$ cat config.mk
export PLATFORM = sky130hd
export DESIGN_NAME = response_misr
export DESIGN_NICKNAME = d
export VERILOG_FILES = /design/src/rtl/bist_pkg.sv /design/src/rtl/misr_core.sv /design/src/rtl/response_misr.sv
export SDC_FILE = /design/constraint.sdc
export NUM_CORES = 1
export LEC_CHECK = 0
export BUFFER_PORTS_ARGS = -buffer_cell sky130_fd_sc_hd__buf_2
export CAP_MARGIN = 20
export CORE_UTILIZATION = 50
export DETAILED_ROUTE_END_ITERATION = 12
export GPL_TIMING_DRIVEN = 1
export PLACE_DENSITY = 0.77
export SLEW_MARGIN = 5
export SYNTH_ARGS = -nofsm -noshare
export SYNTH_HDL_FRONTEND = slang
export SYNTH_SLANG_ARGS = --single-unit
$ cat constraint.sdc
create_clock -name clk -period 2.6 [get_ports clk]
set_input_delay 0.13 -clock clk [delete_from_list [all_inputs] [get_ports clk]]
set_output_delay 0.13 -clock clk [all_outputs]
set_load 0.02 [all_outputs]
$ cat src/rtl/bist_pkg.sv
// Shared BIST definitions: response-compactor FSM states and MISR defaults.
package bist_pkg;

  typedef enum logic [1:0] {
    StIdle    = 2'd0,
    StCapture = 2'd1,
    StCompare = 2'd2,
    StDone    = 2'd3
  } bist_state_e;

  localparam int unsigned RESP_W   = 5;
  localparam logic [15:0] DEF_POLY = 16'h1021;
  localparam logic [15:0] DEF_SEED = 16'hFFFF;

endpackage

$ cat src/rtl/misr_core.sv
// Multiple-input signature register: Galois-style shift with polynomial
// feedback, then the parallel response XORed into the low bits.
module misr_core
  import bist_pkg::*;
#(
  parameter int unsigned      SIG_W = 16,
  parameter logic [SIG_W-1:0] POLY  = SIG_W'(DEF_POLY),
  parameter logic [SIG_W-1:0] SEED  = SIG_W'(DEF_SEED)
) (
  input  logic              clk,
  input  logic              reset,
  input  logic              load_seed,
  input  logic              shift_en,
  input  logic [RESP_W-1:0] resp_in,
  output logic [SIG_W-1:0]  signature
);

  logic [SIG_W-1:0] sig_q, sig_d;

  // Next signature: shift left, fold in POLY on MSB, then mix in the response.
  always_comb begin
    sig_d = sig_q;
    if (load_seed) begin
      sig_d = SEED;
    end else if (shift_en) begin
      sig_d = {sig_q[SIG_W-2:0], 1'b0} ^ (sig_q[SIG_W-1] ? POLY : '0)
              ^ {{(SIG_W-RESP_W){1'b0}}, resp_in};
    end
  end

  // Signature register.
  always_ff @(posedge clk or negedge reset) begin
    if (!reset) begin
      sig_q <= SEED;
    end else begin
      sig_q <= sig_d;
    end
  end

  assign signature = sig_q;

endmodule

$ cat src/rtl/response_misr.sv
// Response compactor: captures N qualified datapath responses into a MISR,
// then compares the final signature against an expected value.
module response_misr
  import bist_pkg::*;
#(
  parameter int unsigned      SIG_W = 16,
  parameter int unsigned      CNT_W = 8,
  parameter logic [SIG_W-1:0] POLY  = SIG_W'(DEF_POLY),
  parameter logic [SIG_W-1:0] SEED  = SIG_W'(DEF_SEED)
) (
  input  logic              clk,
  input  logic              reset,
  input  logic              start,
  input  logic [CNT_W-1:0]  num_patterns,
  input  logic              resp_valid,
  input  logic [RESP_W-1:0] resp_in,
  input  logic [SIG_W-1:0]  exp_sig,
  input  logic              abort,
  output logic              busy,
  output logic              done,
  output logic              pass,
  output logic [SIG_W-1:0]  signature,
  output logic [CNT_W-1:0]  capture_cnt
);

  bist_state_e      state_q, state_d;
  logic [CNT_W-1:0] n_q, n_d;
  logic [CNT_W-1:0] cnt_q, cnt_d;
  logic             pass_q, pass_d;
  logic             load_seed, shift_en;

  misr_core #(
    .SIG_W (SIG_W),
    .POLY  (POLY),
    .SEED  (SEED)
  ) u_misr_core (
    .clk       (clk),
    .reset     (reset),
    .load_seed (load_seed),
    .shift_en  (shift_en),
    .resp_in   (resp_in),
    .signature (signature)
  );

  // Session FSM: next state, counter, compare result and MISR controls.
  always_comb begin
    state_d   = state_q;
    n_d       = n_q;
    cnt_d     = cnt_q;
    pass_d    = pass_q;
    load_seed = 1'b0;
    shift_en  = 1'b0;
    case (state_q)
      StIdle, StDone: begin
        if (start) begin
          load_seed = 1'b1;
          n_d       = num_patterns;
          cnt_d     = '0;
          pass_d    = 1'b0;
          state_d   = (num_patterns == '0) ? StCompare : StCapture;
        end
      end
      StCapture: begin
        // Abort wins over a capture presented in the same cycle.
        if (abort) begin
          pass_d  = 1'b0;
          state_d = StIdle;
        end else if (resp_valid) begin
          shift_en = 1'b1;
          cnt_d    = cnt_q + CNT_W'(1);
          if (cnt_q == n_q - CNT_W'(1)) begin
            state_d = StCompare;
          end
        end
      end
      StCompare: begin
        if (abort) begin
          pass_d  = 1'b0;
          state_d = StIdle;
        end else begin
          pass_d  = (signature == exp_sig);
          state_d = StDone;
        end
      end
      default: state_d = StIdle;
    endcase
  end

  // Control state registers.
  always_ff @(posedge clk or negedge reset) begin
    if (!reset) begin
      state_q <= StIdle;
      n_q     <= '0;
      cnt_q   <= '0;
      pass_q  <= 1'b0;
    end else begin
      state_q <= state_d;
      n_q     <= n_d;
      cnt_q   <= cnt_d;
      pass_q  <= pass_d;
    end
  end

  assign busy        = (state_q == StCapture) || (state_q == StCompare);
  assign done        = (state_q == StDone);
  assign pass        = pass_q;
  assign capture_cnt = cnt_q;

endmodule
==> results.toml <==
[sta]
min_period_ns = 2.06
worst_clock_skew_ns = 0.00950
finalSetupViolations = 0
finalCritPeriodShare = 0.793
rsz0062_at_grt = "no"
setup_tns_ns = 0
fmax_ghz = 0.485
whs_ns = 0.0931
slew_headroom = 0.493
worst_slack_ns = 0.538
worst_pin_slew_ns = 0.760
final_max_slew_viol_count = 0
hold_viol_final = 0

[layout]
synthToLayoutAreaGrowth_pct = 21.3
antenna-diode-count = 0
drive_above_1_share = 0.352
regArea_sq_um = 896
fin_nets = 319
fillers = 358
multiInputGateArea_sq_mm = 0.00114

[worst_setup_path]
critPathLaunchType = "flop"
r2r.worst_path.cells = 7
cp_max_fo = 7
worstPathArrival_ns = 2.26
critPathKind = "reg2reg"
end_kind = "flop"
required_ns = 2.80
r2r_slack_ns = 0.54

[die]
dieArea_sq_mm = 0.00447
die_y_um = 66.9
floorplan.io_pins = 61
rows = 23
coreArea_sq_mm = 0.00403
initial_core_util = 0.523
die-width_um = 66.9

[synth]
synth_top_area_share = 0.226
synthesis.area_sq_mm = 0.00211
synthTopCellsByCount = "32 x nand2_1, 19 x dfrtp_1, 19 x xor2_1"
ys_warn_count = 0
seq_area_frac_synth = 0.425
ys_ff_latch = 35
synth_edf_count = 0
syn_avg_cell_area_sq_um = 9.75
yosysMostFrequentCell = "nand2_1"
ys_top_cells_by_area = "dfrtp_1 23%, dfstp_2 20%, xor2_1 7.9%"
synth_fp_nets = 255
ys.flop_type = "dfrtp_1"
ys_types = 41
netlist_instances = 216
ys_async_sr_fraction = 1.00
yosysTopAreaCell = "dfrtp_1"

[hold_path]
whs_path_depth = 2
hold_class = "in2reg"

[clock_tree]
path_clk_slew_ns = 0.07
cts_resized = 0
clockRootBuffer = "clkbuf_8"
numCtsBuffers = 5
cts_tree = "built"
hold_buffers = 1
clock-sinks = 35
cts_setup_buffers = 0
htree_levels = 2
insertion_delay_ns = 0.29
cts_buffer_depth = 2

[status]
status = "completed"

[global_routing]
grt_pass1_wl_mm = 7.24
grt_start_max_net_pins = 36
grt_overflow = 0
antenna_found_initial = 0
grt_pass1_vias = 1524
grt_use_total = 0.223

[routing]
route.detailed.drc = 0
route.met2.wl_mm = 2.04
drt_first_pass_iters = 4
wire_per_inst_um = 13.8
met1_length_mm = 2.26
vias = 1774
top_layer = "met4"
drtAntennaViolNets = 0
dr_wl_met3_um = 199
drt_iter0_markers = 75
drt-total-wl_mm = 4.56
avgViaCountPerCell = 5.36

[placed_design]
hpwl_mm = 3.40
gp_congestion = 0.822
io_buffers = 60
dp_slack_ns = 0.557

[power_and_ir_drop]
power.density_mw_per_mm2 = 1160
power_leakage_nw = 1.18
vdd_drop_max_uv = 737

[job]
max-cap-violations = 0
final cells by class:
class / count / area share
clock inverters: 1 / 0.00196
clock buffers: 7 / 0.0299
well taps: 50 / 0.0245
inverters: 10 / 0.0147
multi-input cells: 164 / 0.448
repair buffers: 64 / 0.130
flip-flops and latches: 35 / 0.351
where the power goes:
| part | switching (mW) | internal [mW] |
|---|---|---|
| clock network | 0.186 | 0.188 |
| logic | 0.825 | 0.635 |
| registers | 0.291 | 0.844 |
| total | 1.30 | 1.67 |
placed cells by master, fill, tap and decap left out, types with 2 or more instances in the layout:
cell	n
o211ai_1	8
nor3_1	3
o221ai_1	2
ha_1	5
xor2_1	19
nor4_1	5
nand4_1	4
o21ai_0	4
buf_2	60
nand3b_1	2
a21oi_1	4
nor2b_1	2
dfrtp_1	19
o22a_1	2
clkbuf_1	2
clkbuf_8	5
nand3_1	12
dfstp_2	16
inv_1	10
or3_1	2
nand2b_1	4
buf_4	3
mux2_2	8
nor2_1	12
nand2_1	32
xnor2_1	18
worst max-delay path, stage by stage (launching register included):
cell,delay (ns)
dfrtp_1,0.40
inv_1,0.06
ha_1,0.39
nand2b_1,0.25
nand3_1,0.17
a2111oi_4,0.30
nand4_1,0.17
o221ai_1,0.22
worst paths after layout:
check / from / end
max: state_q[0]$_DFFE_PN0P_ / state_q[0]$_DFFE_PN0P_
min: num_patterns[0] / n_q[0]$_DFFE_PN0P_
max reg2reg: state_q[0]$_DFFE_PN0P_ / state_q[0]$_DFFE_PN0P_
min reg2reg: u_misr_core.signature[9]$_DFFE_PN1P_ / u_misr_core.signature[9]$_DFFE_PN1P_
max in group asynchronous: reset / n_q[1]$_DFFE_PN0P_
min in group asynchronous: reset / state_q[0]$_DFFE_PN0P_
metrics by stage:
step                      area [sq um]   util  cells  power, mW
after global routing              2550  0.634    331       3.20
after CTS                         2550  0.634    331       2.98
after global placement            2460  0.611    322       2.55
after floorplan                   2110      -    216       2.19
final                             2550  0.634    331       2.97
after detailed placement          2460  0.611    322       2.59
flip-flops by register name (all words and copies together) (netlist names):
register               count
state_q                    2
capture_cnt                8
n_q                        8
pass                       1
u_misr_core.signature     16
cell families after synthesis:
kind of cell / after synthesis / synth area share
DFF: 35 / 0.425
muxes: 8 / 0.0428
buffers and inverters: 17 / 0.0309
xor gates and xnor gates: 37 / 0.154
and+or+nand+nor: 83 / 0.191
adders and majority gates: 5 / 0.0297
AOI/OAI and AO/OA: 31 / 0.126
layer usage:
layer | track usage | vias to the layer above
met2 | 0.314 | 50
met3 | 0.0479 | 7
met4 | 0.0984 | 0
li1 | - | 877
met5 | 0 | -
met1 | 0.321 | 840
Power figures use the tool's default switching activity.
